`config.mk`:
```
export PLATFORM = sky130hd
export DESIGN_NAME = vga_pattern_sequencer
export DESIGN_NICKNAME = d
export VERILOG_FILES = /design/src/rtl/vga_seq_pkg.sv /design/src/rtl/vsync_edge_detect.sv /design/src/rtl/vga_pattern_sequencer.sv
export SDC_FILE = /design/constraint.sdc
export NUM_CORES = 1
export LEC_CHECK = 0
export CAP_MARGIN = 25
export CORE_MARGIN = 3
export CORE_UTILIZATION = 49
export CTS_BUF_LIST = sky130_fd_sc_hd__clkbuf_4
export DETAILED_ROUTE_END_ITERATION = 10
export MAX_ROUTING_LAYER = met4
export PLACE_DENSITY = 0.8
export REMOVE_ABC_BUFFERS = 1
export SLEW_MARGIN = 0
export SYNTH_ARGS = -nofsm -noshare
export SYNTH_HDL_FRONTEND = slang
export SYNTH_SLANG_ARGS = --single-unit
```
`constraint.sdc`:
```
create_clock -name clk_25 -period 1.4 [get_ports clk_25]
set_input_delay 0.21 -clock clk_25 [delete_from_list [all_inputs] [get_ports clk_25]]
set_output_delay 0.21 -clock clk_25 [all_outputs]
set_load 0.02 [all_outputs]
```
`src/rtl/vga_seq_pkg.sv`:
```
// Shared types and defaults for the VGA pattern sequencer.
package vga_seq_pkg;

    typedef enum logic [1:0] {
        S_IDLE   = 2'd0,
        S_RUN    = 2'd1,
        S_SWITCH = 2'd2
    } seq_state_t;

    localparam int PAT_RESET        = 0;
    localparam int DEF_HOLD_FRAMES  = 60;
    localparam int DEF_NUM_PATTERNS = 4;

endpackage

```
`src/rtl/vsync_edge_detect.sv`:
```
// Finds the falling edge of the active-low vsync and emits a registered
// frame_start pulse for boundaries the sequencer actually accepts.
module vsync_edge_detect (
    input  logic clk_25,
    input  logic rst_n,
    input  logic vsync,
    input  logic qualify,
    output logic fall,
    output logic frame_start
);

    logic vsync_q;

    assign fall = vsync_q & ~vsync;

    always_ff @(posedge clk_25 or negedge rst_n) begin
        if (!rst_n) begin
            vsync_q     <= 1'b1;
            frame_start <= 1'b0;
        end else begin
            vsync_q     <= vsync;
            frame_start <= fall & qualify;
        end
    end

endmodule

```
`src/rtl/vga_pattern_sequencer.sv`:
```
// Frame-synchronous test-pattern sequencer: counts frames and advances the
// pattern index on hold expiry or manual step, committing only inside vsync.
//
// state    | meaning
// ---------+--------------------------------------------------------------
// S_IDLE   | disabled; index, counters and handshake held at zero
// S_RUN    | counting frames, waiting for a boundary that needs a step
// S_SWITCH | one cycle after the boundary: commit next index, ack request
module vga_pattern_sequencer
    import vga_seq_pkg::*;
#(
    parameter int NUM_PATTERNS = DEF_NUM_PATTERNS,
    parameter int PAT_W        = 2,
    parameter int HOLD_FRAMES  = DEF_HOLD_FRAMES,
    parameter int FCNT_W       = 16
) (
    input  logic              clk_25,
    input  logic              rst_n,
    input  logic              vsync,
    input  logic              enable,
    input  logic              auto_en,
    input  logic              step_req,
    output logic              step_ack,
    output logic [PAT_W-1:0]  pattern_sel,
    output logic              frame_start,
    output logic [FCNT_W-1:0] frame_count
);

    localparam int                HOLD_W    = $clog2(HOLD_FRAMES + 1);
    localparam logic [HOLD_W-1:0] HOLD_LAST = HOLD_W'(HOLD_FRAMES - 1);
    localparam logic [PAT_W-1:0]  PAT_LAST  = PAT_W'(NUM_PATTERNS - 1);

    seq_state_t        state;
    seq_state_t        state_nxt;
    logic [HOLD_W-1:0] hold_cnt;
    logic [PAT_W-1:0]  pat_next;
    logic              pending;
    logic              fall;
    logic              count_ok;
    logic              expiry;
    logic              take_step;

    // Only boundaries seen while running count; this also keeps frame_start quiet in idle.
    assign count_ok = enable && (state == S_RUN);
    assign pat_next = (pattern_sel == PAT_LAST) ? PAT_W'(PAT_RESET) : pattern_sel + 1'b1;

    vsync_edge_detect u_edge (
        .clk_25      (clk_25),
        .rst_n       (rst_n),
        .vsync       (vsync),
        .qualify     (count_ok),
        .fall        (fall),
        .frame_start (frame_start)
    );

    always_comb begin
        state_nxt = state;
        expiry    = auto_en && (hold_cnt == HOLD_LAST);
        take_step = fall && (pending || expiry);
        case (state)
            S_IDLE:   if (enable) state_nxt = S_RUN;
            S_RUN:    if (take_step) state_nxt = S_SWITCH;
            S_SWITCH: state_nxt = S_RUN;
            default:  state_nxt = S_IDLE;
        endcase
        if (!enable) state_nxt = S_IDLE;
    end

    always_ff @(posedge clk_25 or negedge rst_n) begin
        if (!rst_n) state <= S_IDLE;
        else        state <= state_nxt;
    end

    always_ff @(posedge clk_25 or negedge rst_n) begin
        if (!rst_n) begin
            pattern_sel <= PAT_W'(PAT_RESET);
            frame_count <= '0;
            hold_cnt    <= '0;
            pending     <= 1'b0;
            step_ack    <= 1'b0;
        end else if (!enable || state == S_IDLE) begin
            pattern_sel <= PAT_W'(PAT_RESET);
            frame_count <= '0;
            hold_cnt    <= '0;
            pending     <= 1'b0;
            step_ack    <= 1'b0;
        end else begin
            if (step_ack && !step_req) step_ack <= 1'b0;
            if (step_req && !step_ack && !pending) pending <= 1'b1;
            case (state)
                S_RUN: begin
                    if (fall) begin
                        frame_count <= frame_count + 1'b1;
                        if (!take_step) hold_cnt <= auto_en ? hold_cnt + 1'b1 : '0;
                    end
                end
                S_SWITCH: begin
                    pattern_sel <= pat_next;
                    hold_cnt    <= '0;
                    // A coincident auto expiry still yields a single step and ack.
                    if (pending) begin
                        step_ack <= 1'b1;
                        pending  <= 1'b0;
                    end
                end
                default: ;
            endcase
        end
    end

endmodule

```
Yosys cells after proc, flatten, opt, wreduce, memory -nomap -nowiden --
Index checks and enable logic that the tools add are counted.
Operators by class: multiply operators 0, mux-type cells 22, div/mod/pow operators 0, $add $sub $neg 3, order comparisons 0, bitwise operators 3, reductions and logical operators 20, shifts and indexed selects 0, equality and inequality tests 7
Operator list (count):
- $mux 16 | 3
- $mux 6 | 4
- $add 16x1->16 const B | 1
- $pmux 6 s2 | 1
- $mux 2 | 5
- $mux 1 | 8
- $add 6x1->6 const B | 1
- $eq 6x6->1 const B | 1
- $logic_and 1x1->1 | 6
- $ne 3x2->1 const B | 2
- $reduce_bool 2->1 | 3
- $eq 2x2->1 const B | 2
- $logic_not 1->1 | 4
- $pmux 2 s2 | 1
- $ne 3x3->1 const B | 1
- $reduce_and 3->1 | 1
- $reduce_bool 3->1 | 1
- $add 2x1->2 const B | 1
- $and 1x1->1 | 2
- $eq 2x1->1 const B | 1
- $logic_not 2->1 | 1
- $logic_or 1x1->1 | 2
- $reduce_and 2->1 | 1
- $reduce_or 2->1 | 1
- $not 1->1 | 1
Word-level totals: memories 0, bits in latches 0, output and inout port bits 20, input port bits 6, memory bits (read-only) 0, bits in registers 30, word-level logic and storage cells 63, RAM bits 0

Depth between registers and ports, before layout --
Gate-level depths: netlist of the first run.
depth after elaboration 8, depth in mapped cells 5, depth with buffers taken out 5

Modules after synthesis --
From an unflattened synthesis of the first run, not the netlist that was laid out.
Unflattened totals: cell total of the unflattened synthesis 168, area total of the unflattened synthesis 1592.8 um^2
By module, submodules not included:
- vga_pattern_sequencer | cells an instance 164, sequential area each 700.7 um^2, instances 1, area each 1526.5 um^2
- vsync_edge_detect | cells an instance 4, sequential area each 51.3 um^2, instances 1, area each 66.3 um^2

Least setup slack after synthesis of the first run --
No wires, ideal clock.
path kind register to register, start reg frame_count[2], end reg frame_count[15], clock period less this slack 1.564 ns, setup time 0.078 ns, required time 1.322 ns, path slack -0.164 ns, stages on the path, launching flop included 5, arrival time 1.486 ns, buffers on the path 0, path through dfrtp_1 -> and4_4 -> nand4_1 -> or4_1 -> a21oi_1
On the way: longest elaborated chain between the ends 4
RTL lines:
- start, declared | line vga_pattern_sequencer.sv:26 | output logic [FCNT_W-1:0] frame_count
- start signal, assigned | line vga_pattern_sequencer.sv:93 | frame_count <= frame_count + 1'b1;
- $add 16x1->16 | line vga_pattern_sequencer.sv:93
- $mux 16 | line vga_pattern_sequencer.sv:92 | if (fall) begin
- $mux 16 | line vga_pattern_sequencer.sv:90 | case (state)
- $mux 16 | line vga_pattern_sequencer.sv:81 | end else if (!enable || state == S_IDLE) begin
No other way between the ends. The select of a mux whose other input is x is not followed. A chain may end at the register's enable or synchronous reset.

Final worst setup path of the first run --
start reg u_edge.vsync_q, end reg hold_cnt[2]
On the way: longest elaborated chain between the ends 4, elaborated cells between the ends (all ways) 5, those cells by class eq/ne (2); bitwise (1); reduce/logical (2)
RTL lines:
- start, declared | line vsync_edge_detect.sv:12 | logic vsync_q;
- start signal, assigned | line vsync_edge_detect.sv:21 | vsync_q <= vsync;
- $and 1x1->1 * | line vsync_edge_detect.sv:14 | assign fall = vsync_q & ~vsync;
- $logic_and 1x1->1 | line vga_pattern_sequencer.sv:59 | take_step = fall && (pending || expiry);
- $ne 3x2->1 (no source line)
- $reduce_and 3->1 (no source line) *
- end signal, assigned | line vga_pattern_sequencer.sv:94 | if (!take_step) hold_cnt <= auto_en ? hold_cnt + 1'b1 : '0;
- end, declared | line vga_pattern_sequencer.sv:35 | logic [HOLD_W-1:0] hold_cnt;
Every way passes the cells marked *; elsewhere a longest branch is shown, timed or not.

==> impl_metrics.ini, run 1 <==
[routing]
drc = 0
drtIter0Drc = 145
wl_um = 5470
ant_nets = 0
vias = 1713
dr.pass1.iters = 5
wl_per_cell_um = 19.5
routed_via_density = 6.10

[synthesis]
synth.distinct_cells = 44
synth_top_area_frac = 0.470
synthCells = 162
synth-async-reset-ratio = 1.00
synth_area_mm2 = 0.00154
ys_warn_count = 0
synth_area_per_cell_um2 = 9.53
synthFlopType = dfrtp_1
ys_top_cells_by_count = 29 x dfrtp_1, 18 x a21oi_1, 14 x nand2_1
synth_top_area_cell = dfrtp_1
yosysSeqAreaShare = 0.487
synth_edf_count = 0
synthTopCellsByArea = dfrtp_1 47%, a21oi_1 5.8%, nand3_1 3.6%
yosysMostFrequentCell = dfrtp_1
ys_ff_latch = 30

[final_layout]
drive_above_1_share = 0.423
syn2layout_area_growth_pct = 57.2
antenna_cells = 0
fin_cells = 281
multi_input_area_um2 = 948
num-fill-cells = 156
nets = 247
regArea_um2 = 752

[worst_setup_path]
r2r_end = hold_cnt[2]
regToRegSetupSlack_ns = -0.26
required_ns = 1.68
start_kind = register
crit_type = reg2reg
reg2regPathDepth = 7
arrival_ns = 1.94
worstSetupEndpointType = register
cp-startpoint = u_edge.vsync_q
timing.rr.start = u_edge.vsync_q
cp_max_fo = 8
crit_end = hold_cnt[2]

[cts]
cts_tree = yes
worstSkewPairLatency_ns = 0.35
cts-buffers-inserted = 5
clock_sinks = 30
root_buffer = clkbuf_4
htreeDepth = 2
hold_buffers = 0
cts_max_path_buffers = 2
path_clk_slew_ns = 0.10

[global_routing]
grt_first_pass_wirelength_um = 7970
grt_use_total = 0.267
gr-total-overflow = 0
antenna_found_initial = 0
grt_pass1_vias = 1712
grt_max_degree = 31

[timing]
hold_violations = 0
post-route-min-period_ns = 1.66
period_share = 1.19
worstMarginPinSlew_ns = 0.476
fmax_ghz = 0.601
fin_skew_ns = 0.0130
rsz0062_at_grt = yes
fin_ws_ns = -0.264
drv_slew = 0
finalSetupViolCount = 23
slew_headroom = 0.683
setup_tns_ns = -3.80

[place]
gp_congestion = 0.899
numPortBuffers = 25
pre_cts_ws_ns = -0.562
place_inst = 263
dp_hpwl_um = 3080

[status]
violations = negative setup slack
status = finished, violations left

[floorplanning]
start_util = 0.537
dieArea_mm2 = 0.00386
die_h_um = 62.1
core_area_mm2 = 0.00288
io_pins = 26
num_rows = 19
dieWidth_um = 62.1

[pwr]
power_density_mw_per_mm2 = 677
max-vdd-ir-drop_v = 0.000612
p_leak_nw = 1.09

[worst_hold_path]
hold_class = in2async

[run]
maxCapViolations = 0
[state kept, by name (all words and copies together), names as in the netlist]
register,cells
frame_count,16
hold_cnt,6
pattern_sel,2
pending,1
state,2
step_ack,1
u_edge.frame_start,1
u_edge.vsync_q,1
[area by class of cell]
class	instances	share of cell area
well taps	42	0.0216
inverters	4	0.00619
flip-flops and latches	30	0.310
clock buffers	8	0.0247
multi-input cells	123	0.391
repair buffers	74	0.247
[worst max-delay path: stages (launching register included)]
cell       delay [ns]
dfstp_2          0.55
buf_4            0.11
nand4bb_1        0.13
buf_6            0.17
a211oi_2         0.15
buf_4            0.20
nand4b_1         0.13
a21oi_2          0.15
[logic make-up (layout without fill, tap and decap cells)]
logic type,after synthesis,in the layout,share of synthesized area
xor gates and xnor gates,4,4,0.0227
DFF,30,30,0.487
buffers and inverters,9,86,0.0227
adders and majority gates,3,3,0.0243
AOI/OAI and AO/OA,45,45,0.179
and+or+nand+nor,71,71,0.264
[metrics by stage]
| stage | total power [mW] | area (µm²) | hold slack (ns) | utilization |
|---|---|---|---|---|
| global placement | 1.04 | 2130 | 0.522 | 0.741 |
| detailed placement | 1.04 | 2130 | 0.557 | 0.741 |
| CTS | 1.61 | 2330 | 0.224 | 0.812 |
| floorplan | 0.941 | 1520 | -0.0856 | - |
| finish | 1.64 | 2430 | 0.216 | 0.844 |
| global route | 1.69 | 2430 | 0.231 | 0.844 |
[placed cells by master, fill, tap and decap left out, drive strengths merged, types with 5 or more instances in the layout]
cell type and instances:
a21oi 18, buf 50, clkbuf 16, clkdlybuf4s50 5
dfrtp 29, dlygate4sd2 11, nand2 14, nand2b 5
nand3 11, nor2 7, o21ai 12, or3 6
[power by group]
part	internal [mW]	switching [mW]
logic	0.0841	0.0957
registers	0.874	0.0129
clock network	0.258	0.319
[repair_timing]
item | 4_1_cts | 5_1_grt
setup endpoints to repair | 37 | 32
pin swaps | 13 | 12
buffers inserted | 5 | 5
resized for setup | 55 | 29
cloned | 0 | 0
[metal layers]
metal | part of all wire | wire (µm) | track usage | vias up
met2 | 0.50 | 2720 | 0.450 | 106
met3 | 0.081 | 443 | 0.0649 | 29
li1 | - | - | - | 749
met4 | 0.054 | 297 | 0.135 | 0
met1 | 0.37 | 2010 | 0.296 | 829
met5 | 0 | 0 | - | -
[worst min path at each step]
stage	start	end	slack [ns]	depth (start not counted)
global placement	step_ack	step_ack	0.52	2
global route	rst_n	pattern_sel[0]	0.23	2
detailed placement	frame_count[15]	frame_count[15]	0.56	2
floorplan	rst_n	frame_count[0]	-0.09	0
CTS	rst_n	u_edge.frame_start	0.22	2
finish	rst_n	pattern_sel[1]	0.22	2
No activity file was read; power rests on OpenSTA's default activity.
==> inputs of run 2 (changes only) <==
--- a/config.mk
+++ b/config.mk
@@ -5,7 +5,6 @@
 export SDC_FILE = /design/constraint.sdc
 export NUM_CORES = 1
 export LEC_CHECK = 0
-export CAP_MARGIN = 25
 export CORE_MARGIN = 3
 export CORE_UTILIZATION = 49
 export CTS_BUF_LIST = sky130_fd_sc_hd__clkbuf_4
==> results of run 2 <==
Final layout, timing and power as in run 1 (identical DEF).
==> inputs of run 3 (changes only) <==
--- a/config.mk
+++ b/config.mk
@@ -12,6 +12,7 @@
 export MAX_ROUTING_LAYER = met4
 export PLACE_DENSITY = 0.8
 export REMOVE_ABC_BUFFERS = 1
+export SKIP_LAST_GASP = 1
 export SLEW_MARGIN = 0
 export SYNTH_ARGS = -nofsm -noshare
 export SYNTH_HDL_FRONTEND = slang
==> impl_metrics.ini, run 3 (synthesized netlist as in run 1, its figures left out) <==
[final_layout]
drive_above_1_share = 0.422
design_area_mm2 = 0.00240
nets = 245
final_common_cell = buf_4
regMostFlops = frame_count
num-fill-cells = 168
largest_register_ffs = 16
layout_common_cells = 43 x buf_4, 29 x dfrtp_1, 13 x nand2_1
antenna_cells = 0
syn2layout_area_growth_pct = 55.3
multi_input_area_um2 = 950
fin_cells = 279
reg_top3 = frame_count (16), hold_cnt (6)
regArea_um2 = 752

[global_routing]
grt_max_degree = 31
grt_pass1_vias = 1685
grt_use_total = 0.273
antenna_found_initial = 0
gr-total-overflow = 0
grt_first_pass_wirelength_um = 7990

[routing]
wl_um = 5170
drtIter0Drc = 124
dr.pass1.iters = 4
drc = 0
vias = 1683
ant_nets = 0
routed_via_density = 6.03
wl_per_cell_um = 18.5

[floorplanning]
dieArea_mm2 = 0.00386
dieWidth_um = 62.1
start_util = 0.537
num_rows = 19
die_h_um = 62.1
io_pins = 26
core_area_mm2 = 0.00288

[pwr]
p_leak_nw = 1.07
power_mw = 1.63
max-vdd-ir-drop_v = 0.000658
power_density_mw_per_mm2 = 679

[cts]
cts_max_path_buffers = 2
cts-buffers-inserted = 5
htreeDepth = 2
root_buffer = clkbuf_4
cts_tree = yes
worstSkewPairLatency_ns = 0.34
path_clk_slew_ns = 0.10
clock_sinks = 30
hold_buffers = 0

[status]
violations = negative setup slack
status = finished, violations left

[worst_setup_path]
timing.rr.start = u_edge.vsync_q
required_ns = 1.66
start_kind = register
r2r_end = hold_cnt[2]
arrival_ns = 1.95
cp_max_fo = 8
reg2regPathDepth = 7
worstSetupEndpointType = register
regToRegSetupSlack_ns = -0.28
crit_type = reg2reg

[timing]
period_share = 1.20
post-route-min-period_ns = 1.68
slew_headroom = 0.669
finalSetupViolCount = 19
setup_tns_ns = -3.01
fin_skew_ns = 0.0109
worstMarginPinSlew_ns = 0.496
hold_violations = 0
fin_ws_ns = -0.285
fmax_ghz = 0.594
rsz0062_at_grt = yes
drv_slew = 0

[place]
pre_cts_ws_ns = -0.562
dp_hpwl_um = 3080
placed_area_mm2 = 0.00213
gp_congestion = 0.899
numPortBuffers = 25
place_inst = 263

[worst_hold_path]
hold_class = in2async

[run]
maxCapViolations = 0
[run 3: changes by cell type in the layout (fill, tap and decap cells not counted), moves of 2 or more]
| cell | previous run | this run |
|---|---|---|
| or3_4 | 2 | 4 |
| a21oi_1 | 12 | 10 |
| or3_1 | 4 | 2 |
| a21oi_2 | 6 | 8 |
[run 3: what timing repair did]
| action | 4_1_cts | 5_1_grt |
|---|---|---|
| resized for setup | 49 | 35 |
| pin swaps | 12 | 15 |
| setup buffers | 5 | 3 |
| endpoints found under the setup margin | 37 | 33 |
[run 3: worst max path at each step]
stage                   start              end  slack, ns  cells after the start
5_1_grt        u_edge.vsync_q      hold_cnt[2]      -0.39                      7
3_3_place_gp            vsync   frame_count[5]      -0.44                      6
4_1_cts        u_edge.vsync_q  frame_count[11]      -0.21                      4
3_5_place_dp            vsync   frame_count[5]      -0.56                      6
2_1_floorplan  u_edge.vsync_q  frame_count[15]      -0.34                      4
6_report       u_edge.vsync_q      hold_cnt[2]      -0.28                      7
[run 3: critical path: stages (launching register included)]
cell and delay (ns):
dfstp_2 0.54, buf_4 0.10, nand4bb_1 0.11, buf_6 0.16, a211oi_2 0.13, buf_4 0.19
nand4b_1 0.18, a21oi_2 0.19
[run 3: where the power goes]
group          leakage, nW  switching (mW)  total [mW]  internal [mW]
Clock               0.0368           0.311       0.569          0.258
Combinational        0.625          0.0921       0.171         0.0789
Sequential           0.412          0.0126       0.887          0.874
Total                 1.07           0.416        1.63           1.21
[run 3: through the flow]
step,util,hold WS [ns]
after global routing,0.833,0.235
after global placement,0.741,0.522
after detailed placement,0.741,0.557
final,0.833,0.215
after floorplan,-,-0.0856
after CTS,0.805,0.224
[run 3: routing by layer]
layer | GRT usage | wire length [µm]
met1 | 0.302 | 1940
met2 | 0.470 | 2660
met3 | 0.0721 | 391
met4 | 0.105 | 172
met5 | - | 0
[run 3: cell type report]
type	instances	area share
clock buffer	8	0.0251
multi-input combinational	123	0.396
inverter	4	0.00626
tap	42	0.0219
timing repair buffer	72	0.237
sequential	30	0.314
